$ cat config.mk
export PLATFORM = sky130hd
export DESIGN_NAME = rx_fifo_ctrl_flat
export DESIGN_NICKNAME = d
export VERILOG_FILES = /design/src/rtl/rx_fifo_if.sv /design/src/rtl/rx_fifo_ctrl.sv /design/src/flat_wrapper.sv
export SDC_FILE = /design/constraint.sdc
export NUM_CORES = 1
export LEC_CHECK = 0
export ABC_CLOCK_PERIOD_IN_PS = 4350
export BUFFER_PORTS_ARGS = -buffer_cell sky130_fd_sc_hd__buf_2
export CAP_MARGIN = 20
export CORE_MARGIN = 2
export CORE_UTILIZATION = 38
export CTS_CLUSTER_DIAMETER = 80
export DETAILED_ROUTE_END_ITERATION = 16
export MAX_ROUTING_LAYER = met4
export SETUP_SLACK_MARGIN = 0.5
export SLEW_MARGIN = 40
export SYNTH_ARGS = -nofsm -noshare
export SYNTH_HDL_FRONTEND = slang
export SYNTH_SLANG_ARGS = --single-unit
export TNS_END_PERCENT = 50
$ cat constraint.sdc
create_clock -name clk -period 4.35 [get_ports clk]
set_input_delay 0.435 -clock clk [delete_from_list [all_inputs] [get_ports clk]]
set_output_delay 0.435 -clock clk [all_outputs]
set_load 0.03 [all_outputs]
$ cat src/rtl/rx_fifo_if.sv
// Handshake bundle between the UART receiver, the rx FIFO controller and the host.
// The master modport is the receiver/host side; the slave modport is the FIFO controller.
interface rx_fifo_if #(
  parameter int ADDR_BITS = 3
);
  logic [7:0]         rx_data;
  logic               data_ready;
  logic               overrun_error;
  logic               framing_error;
  logic               data_read;
  logic               fifo_pop;
  logic [7:0]         fifo_data;
  logic               fifo_ferr;
  logic               fifo_oerr;
  logic               fifo_empty;
  logic               fifo_full;
  logic [ADDR_BITS:0] fifo_count;
  logic               underflow;
  logic               clear_err;

  modport master (
    output rx_data, data_ready, overrun_error, framing_error,
    output fifo_pop, clear_err,
    input  data_read, fifo_data, fifo_ferr, fifo_oerr,
    input  fifo_empty, fifo_full, fifo_count, underflow
  );

  modport slave (
    input  rx_data, data_ready, overrun_error, framing_error,
    input  fifo_pop, clear_err,
    output data_read, fifo_data, fifo_ferr, fifo_oerr,
    output fifo_empty, fifo_full, fifo_count, underflow
  );
endinterface

$ cat src/rtl/rx_fifo_ctrl.sv
// Captures received bytes plus framing/overrun flags into a circular FIFO and
// serves them to the host through a show-ahead pop port.
module rx_fifo_ctrl #(
  parameter int ADDR_BITS = 3
) (
  input  logic        clk,
  input  logic        n_rst,
  rx_fifo_if.slave    bus
);

  localparam int DEPTH = 1 << ADDR_BITS;
  localparam logic [ADDR_BITS:0] FULL_CNT = (ADDR_BITS+1)'(DEPTH);

  typedef enum logic [1:0] {
    IDLE = 2'd0,
    ACK  = 2'd1,
    GAP  = 2'd2
  } state_t;

  state_t               state, state_nxt;
  logic                 push;
  logic                 pop_ok;
  logic [ADDR_BITS-1:0] wptr, rptr;
  logic [ADDR_BITS:0]   count, count_nxt;
  logic                 empty_q, full_q;
  logic                 underflow_q;
  logic [9:0]           mem [DEPTH];
  logic [9:0]           head;

  // Capture FSM: one byte per IDLE->ACK->GAP round, so captures are >= 3 cycles apart.
  always_comb begin
    state_nxt = state;
    push      = 1'b0;
    unique case (state)
      IDLE: begin
        if (bus.data_ready && !full_q) begin
          push      = 1'b1;
          state_nxt = ACK;
        end
      end
      ACK:     state_nxt = GAP;
      GAP:     state_nxt = IDLE;
      default: state_nxt = IDLE;
    endcase
  end

  assign pop_ok = bus.fifo_pop && !empty_q;

  always_comb begin
    count_nxt = count;
    unique case ({push, pop_ok})
      2'b10:   count_nxt = count + 1'b1;
      2'b01:   count_nxt = count - 1'b1;
      default: count_nxt = count;
    endcase
  end

  always_ff @(posedge clk) begin
    if (!n_rst) begin
      state       <= IDLE;
      wptr        <= '0;
      rptr        <= '0;
      count       <= '0;
      empty_q     <= 1'b1;
      full_q      <= 1'b0;
      underflow_q <= 1'b0;
    end else begin
      state   <= state_nxt;
      count   <= count_nxt;
      empty_q <= (count_nxt == '0);
      full_q  <= (count_nxt == FULL_CNT);
      if (push)   wptr <= wptr + 1'b1;
      if (pop_ok) rptr <= rptr + 1'b1;
      // An empty pop sets the flag even when clear_err is asserted alongside it.
      if (bus.fifo_pop && empty_q)
        underflow_q <= 1'b1;
      else if (bus.clear_err)
        underflow_q <= 1'b0;
    end
  end

  // Storage is data only and carries no reset.
  always_ff @(posedge clk) begin
    if (push) mem[wptr] <= {bus.framing_error, bus.overrun_error, bus.rx_data};
  end

  assign head = mem[rptr];

  assign bus.data_read  = (state == ACK);
  assign bus.fifo_data  = empty_q ? 8'h00 : head[7:0];
  assign bus.fifo_oerr  = empty_q ? 1'b0  : head[8];
  assign bus.fifo_ferr  = empty_q ? 1'b0  : head[9];
  assign bus.fifo_empty = empty_q;
  assign bus.fifo_full  = full_q;
  assign bus.fifo_count = count;
  assign bus.underflow  = underflow_q;

endmodule

$ cat src/flat_wrapper.sv
// flat-port wrapper written by rule: the top's interface ports become plain ports
module rx_fifo_ctrl_flat 
#(
  parameter int ADDR_BITS = 3
)
  (clk, n_rst, bus_rx_data, bus_data_ready, bus_overrun_error, bus_framing_error, bus_fifo_pop, bus_clear_err, bus_data_read, bus_fifo_data, bus_fifo_ferr, bus_fifo_oerr, bus_fifo_empty, bus_fifo_full, bus_fifo_count, bus_underflow);
  rx_fifo_if #(.ADDR_BITS(ADDR_BITS)) bus_i ();
  input  logic clk;
  input  logic n_rst;
  input wire logic [$bits(bus_i.rx_data)-1:0] bus_rx_data;
  input wire logic [$bits(bus_i.data_ready)-1:0] bus_data_ready;
  input wire logic [$bits(bus_i.overrun_error)-1:0] bus_overrun_error;
  input wire logic [$bits(bus_i.framing_error)-1:0] bus_framing_error;
  input wire logic [$bits(bus_i.fifo_pop)-1:0] bus_fifo_pop;
  input wire logic [$bits(bus_i.clear_err)-1:0] bus_clear_err;
  output wire logic [$bits(bus_i.data_read)-1:0] bus_data_read;
  output wire logic [$bits(bus_i.fifo_data)-1:0] bus_fifo_data;
  output wire logic [$bits(bus_i.fifo_ferr)-1:0] bus_fifo_ferr;
  output wire logic [$bits(bus_i.fifo_oerr)-1:0] bus_fifo_oerr;
  output wire logic [$bits(bus_i.fifo_empty)-1:0] bus_fifo_empty;
  output wire logic [$bits(bus_i.fifo_full)-1:0] bus_fifo_full;
  output wire logic [$bits(bus_i.fifo_count)-1:0] bus_fifo_count;
  output wire logic [$bits(bus_i.underflow)-1:0] bus_underflow;
  assign bus_i.rx_data = bus_rx_data;
  assign bus_i.data_ready = bus_data_ready;
  assign bus_i.overrun_error = bus_overrun_error;
  assign bus_i.framing_error = bus_framing_error;
  assign bus_i.fifo_pop = bus_fifo_pop;
  assign bus_i.clear_err = bus_clear_err;
  assign bus_data_read = bus_i.data_read;
  assign bus_fifo_data = bus_i.fifo_data;
  assign bus_fifo_ferr = bus_i.fifo_ferr;
  assign bus_fifo_oerr = bus_i.fifo_oerr;
  assign bus_fifo_empty = bus_i.fifo_empty;
  assign bus_fifo_full = bus_i.fifo_full;
  assign bus_fifo_count = bus_i.fifo_count;
  assign bus_underflow = bus_i.underflow;
  rx_fifo_ctrl #(.ADDR_BITS(ADDR_BITS)) u_core (.clk(clk), .n_rst(n_rst), .bus(bus_i));
endmodule
# == Word level (Yosys, flattened, before mapping) ==
# Memories as Yosys holds them, arrays and structs flattened. A register that Yosys moved wholly into a read port is not among the register bits.
# Index checks and enable logic that the tools add are counted.
# classes
n_lt_le_gt_ge,0
add_sub_neg,4
n_eq_ne,5
bitwise_logic,0
mux,14
shifts,0
multipliers,0
n_reduce_logical,8
n_div,0
# ops
cell,count
$mux W1,8
$mux W8,1
$pmux W4 S2,1
$add A3 B1 Y3 const B,2
$mux W3,2
$add A4 B1 Y4 const B,1
$eq A2 B1 Y1 const B,2
$eq A4 B4 Y1 const B,1
$logic_not A4 Y1,1
$pmux W2 S2,1
$sub A4 B1 Y4 const B,1
$logic_and A1 B1 Y1,3
$eq A2 B2 Y1 const B,1
$logic_not A1 Y1,2
$logic_not A2 Y1,1
$mux W2,1
$ne A2 B1 Y1 const B,1
$reduce_bool A2 Y1,1
# word_totals
mem_bits_ro,0
inputBits,15
mem_bits_rw,80
elab_cells,39
regBits,15
out_inout_bits,18
mem_count,1
latch_bits,0
# mem_list
name,depth,width,rd,rd_clocked_by_memory_dff,wr,line,text
u_core.mem,8,10,1,1,1,rx_fifo_ctrl.sv:27,logic [9:0] mem [DEPTH];

# == Logic depth before layout (Yosys ltp) ==
# logic_depth
ltp_word,7
depth_mapped,9
depth_no_buf,9

# == Least setup slack after synthesis ==
# Ideal clock, no wire load.
# synth_timing
path_kind,reg-to-reg
start,"register u_core.full_q, in the netlist u_core.bus.fifo_full"
end,"register u_core.full_q, in the netlist u_core.bus.fifo_full"
setup_slack_ns,1.997
stages_incl_launch_ff,9
required_ns,4.291
arrival_time_ns,2.294
path_cell_list,dfxtp_1 -> nor4b_4 -> inv_2 -> ha_1 -> xor2_1 -> ha_1 -> a2111oi_2 -> xnor2_1 -> and3_2
# synth_via
elab_chain_cells,7
# synth_lines
item,line,text
"start, declared",rx_fifo_ctrl.sv:25,"logic empty_q, full_q;"
"start signal, assigned",rx_fifo_ctrl.sv:71,full_q <= (count_nxt == FULL_CNT);
$logic_not A1 Y1 *,rx_fifo_ctrl.sv:36,if (bus.data_ready && !full_q) begin
$logic_and A1 B1 Y1 *,rx_fifo_ctrl.sv:36,
$mux W1 *,rx_fifo_ctrl.sv:36,
$mux W1 *,rx_fifo_ctrl.sv:34,unique case (state)
$eq A2 B1 Y1 or $eq A2 B2 Y1 (tied branches),rx_fifo_ctrl.sv:51,"unique case ({push, pop_ok})"
$pmux W4 S2 *,rx_fifo_ctrl.sv:51,
$eq A4 B4 Y1 *,rx_fifo_ctrl.sv:71,
# Mark *: on every way between the ends. The rest lies on a longest branch, timed or not.
# A chain may end at the register's enable or synchronous reset.

# == Worst setup path after layout ==
# layout_timing
start,"register u_core.empty_q, in the netlist u_core.bus.fifo_empty"
end,"register u_core.full_q, in the netlist u_core.bus.fifo_full"
# layout_via
elab_chain_cells,5
# layout_lines
item,line,text
"start, declared",rx_fifo_ctrl.sv:25,
"start signal, assigned",rx_fifo_ctrl.sv:70,empty_q <= (count_nxt == '0);
$logic_not A1 Y1 *,rx_fifo_ctrl.sv:47,assign pop_ok = bus.fifo_pop && !empty_q;
$logic_and A1 B1 Y1 *,rx_fifo_ctrl.sv:47,
$eq A2 B1 Y1 or $eq A2 B2 Y1 (tied branches),rx_fifo_ctrl.sv:51,
$pmux W4 S2 *,rx_fifo_ctrl.sv:51,
$eq A4 B4 Y1 *,rx_fifo_ctrl.sv:71,
# Marks and branches as above.

==> results.py <==
metrics = {
    "outcome": {
        "outcome": "complete, no violations",
    },
    "sta": {
        "tns_ns": 0,
        "worstMarginPinSlew_ns": 0.804,
        "whs_ns": 0.329,
        "slew_viol_final": 0,
        "period_needed_ns": 2.74,
        "maxSlewHeadroom_pct": 46.3,
        "fin_skew_ns": 0.0106,
        "finalSetupViolCount": 0,
        "hold_violations": 0,
        "rsz0062_at_grt": "no",
        "finalCritPeriodShare_pct": 62.9,
        "fmax_mhz": 365,
    },
    "detailed_routing": {
        "vias_per_cell": 4.92,
        "drtAntennaViolNets": 0,
        "wl_per_cell_um": 17.4,
        "routed_wl_mm": 6.86,
        "drt_iter0_drc": 84,
        "drc": 0,
        "drt_pass1_iterations": 4,
        "num_vias": 1940,
    },
    "clock_tree": {
        "clock_path_buffers": 2,
        "htree_levels": 3,
        "tritoncts": "done",
        "ctsResizeCount": 0,
        "cts.sinks": 98,
        "clock_tree.root_cell": "clkbuf_8",
        "cts_inserted_buffers": 9,
        "cts_hold_buf": 0,
        "clkLatencyLatePin_ns": 0.35,
        "cts_setup_buffers": 0,
        "clk_transition_reported_paths_ns": 0.09,
    },
    "placed_design": {
        "io_buffers": 32,
        "gp_congestion": 0.740,
        "hpwl_mm": 4.18,
        "placed_cell_area_um2": 4190,
    },
    "critical_path": {
        "path_common_cell": "ha_1",
        "crit_family": "simple AND/OR/NAND/NOR gates",
        "crit_path_start_kind": "flip-flop",
        "crit_path_top_delay_cell": "nor2b_1",
        "cp-end-kind": "flip-flop",
        "worstPathCellList": "nor2b_1, ha_1, xor2_1, ha_1, a311oi_1, a2111oi_2, xnor2_1, and3_2",
        "critPathMaxStageDelay_ns": 0.60,
        "cp_data_required_time_ns": 4.66,
        "worstPathMaxFanout": 13,
        "cp_num_buf_inv": 0,
        "worstPathArrival_ns": 3.04,
        "worstSetupPathType": "reg -> reg",
    },
    "cells_and_area": {
        "drive_above_1_share_pct": 31.8,
        "num_antenna_cells": 0,
        "syn2layout_area_growth_pct": 14.1,
        "final_cell_area_um2": 4390,
        "nets": 275,
    },
    "global_route": {
        "grt_usage_pct": 14.0,
        "grt_pass1_vias": 1993,
        "grt.overflow.total": 0,
        "grt_max_degree": 21,
        "grt_pass1_wl_mm": 11.0,
        "antenna_found_initial": 0,
    },
    "synth": {
        "synth.distinct_cells": 31,
        "synth_ff_type": "edfxtp_1",
        "yosysTopAreaCell": "edfxtp_1",
        "synth-seq-cells": 98,
        "synth_top_area_share_pct": 62.4,
        "netlist_top_cells_area": "edfxtp_1 62%, mux4_2 12%, dfxtp_1 9.4%",
        "synth_edf_count": 80,
        "syn-cell-area_um2": 3850,
        "syn_nets": 235,
        "ys.warnings.count": 0,
        "async_reset_ff_share_pct": 0,
        "yosysMostFrequentCell": "edfxtp_1",
        "avgSynthCellArea_um2": 17.8,
        "yosysSeqAreaShare_pct": 71.7,
        "synth_common_cells": "80 x edfxtp_1, 27 x nor2_1, 20 x mux4_2",
        "postSynthCellCount": 216,
    },
    "die": {
        "start_util_pct": 39.2,
        "die_w_um": 105,
        "die_y_um": 105,
        "std_cell_rows": 36,
        "fp.dieArea_um2": 11000,
        "ios": 33,
        "core_um2": 9820,
    },
    "power_and_ir_drop": {
        "powerDensity_nw_per_um2": 495,
        "irDropWorstVdd_mv": 0.242,
        "p_leak_nw": 1.47,
    },
    "flow_run": {
        "cap_viol_max_count": 0,
    },
    "worst_hold_path": {
        "hp-class": "in -> reg",
    },
}
==> final timing paths <==
kind | startpoint | to | slack [ns] | cells after the start
worst max-delay path | u_core.bus.fifo_empty$_SDFF_PN1_ | u_core.bus.fifo_full$_SDFF_PN0_ | 1.61 | 8
worst min-delay path | bus_clear_err | u_core.bus.underflow$_SDFFE_PN0P_ | 0.33 | 3
worst max register to register | u_core.bus.fifo_empty$_SDFF_PN1_ | u_core.bus.fifo_full$_SDFF_PN0_ | 1.61 | 8
worst min register to register | u_core.bus.underflow$_SDFFE_PN0P_ | u_core.bus.underflow$_SDFFE_PN0P_ | 0.48 | 2
==> per-stage QoR <==
step                cells  total power [mW]  utilization, %  setup WS [ns]
floorplan             216              1.49               -           2.00
global placement      378              1.61            42.6           1.72
detailed placement    378              1.62            42.7           1.64
CTS                   394              2.20            44.7           1.59
global route          394              2.29            44.7           1.41
finish                394              2.17            44.7           1.61
==> logic make-up after synthesis <==
group / Yosys count / synth area share, %
and+or+nand+nor: 53 / 7.15
adders and majority gates: 4 / 1.30
xor gates and xnor gates: 8 / 1.82
DFF: 98 / 71.7
AOI/OAI and AO/OA: 9 / 1.75
buffers and inverters: 11 / 1.17
muxes: 33 / 15.1
==> area by class of cell <==
class	instances	area (um2)
Clock buffer	9	124
Fill cell	905	5430
Timing Repair Buffer	38	205
Clock inverter	7	75.1
Sequential cell	98	2760
Multi-Input combinational cell	107	1050
Inverter	2	7.51
Tap cell	133	166
==> tightest hold or removal path: cells and delay by family <==
family	cells	cell delay, ns
AND/OR/NAND/NOR	1	0.09
buffers and inverters	1	0.07
AO/OA/AOI/OAI	1	0.05
==> layer usage <==
layer	vias up	GRT usage [%]	wire length [um]
met5	-	-	0
met4	0	6.00	106
met3	8	2.81	228
met2	38	20.5	3200
met1	985	19.1	3330
li1	909	-	-
==> flip-flops by register name, summed over array words and instances, names as in the netlist, named ones only <==
signal and cells:
u_core.mem 80, u_core.bus.fifo_empty 1, u_core.bus.fifo_full 1, u_core.state 2, u_core.wptr 3, u_core.bus.underflow 1
u_core.rptr 3, u_core.bus.fifo_count 4
==> power by group <==
group	total (mW)	switching, mW	internal (mW)	leakage, nW
clock network	0.586	0.315	0.271	0.0996
logic	0.453	0.264	0.189	0.503
registers	1.14	0.0677	1.07	0.872
==> cells in the final DEF (no fill, tap or decap), types with 2 or more instances in the layout <==
cell type  instances
a21oi_1            3
buf_2             32
buf_4              6
clkbuf_8           9
dfxtp_1           17
edfxtp_1          80
ha_1               4
inv_6              2
mux2i_1           13
mux4_2            20
nand2_1            9
nand2b_1           5
nand4b_1           2
nor2_1            24
nor2_2             3
nor3_1             2
o21ai_0            2
xnor2_1            4
xor2_1             4
(Power assumes the default switching activity.)
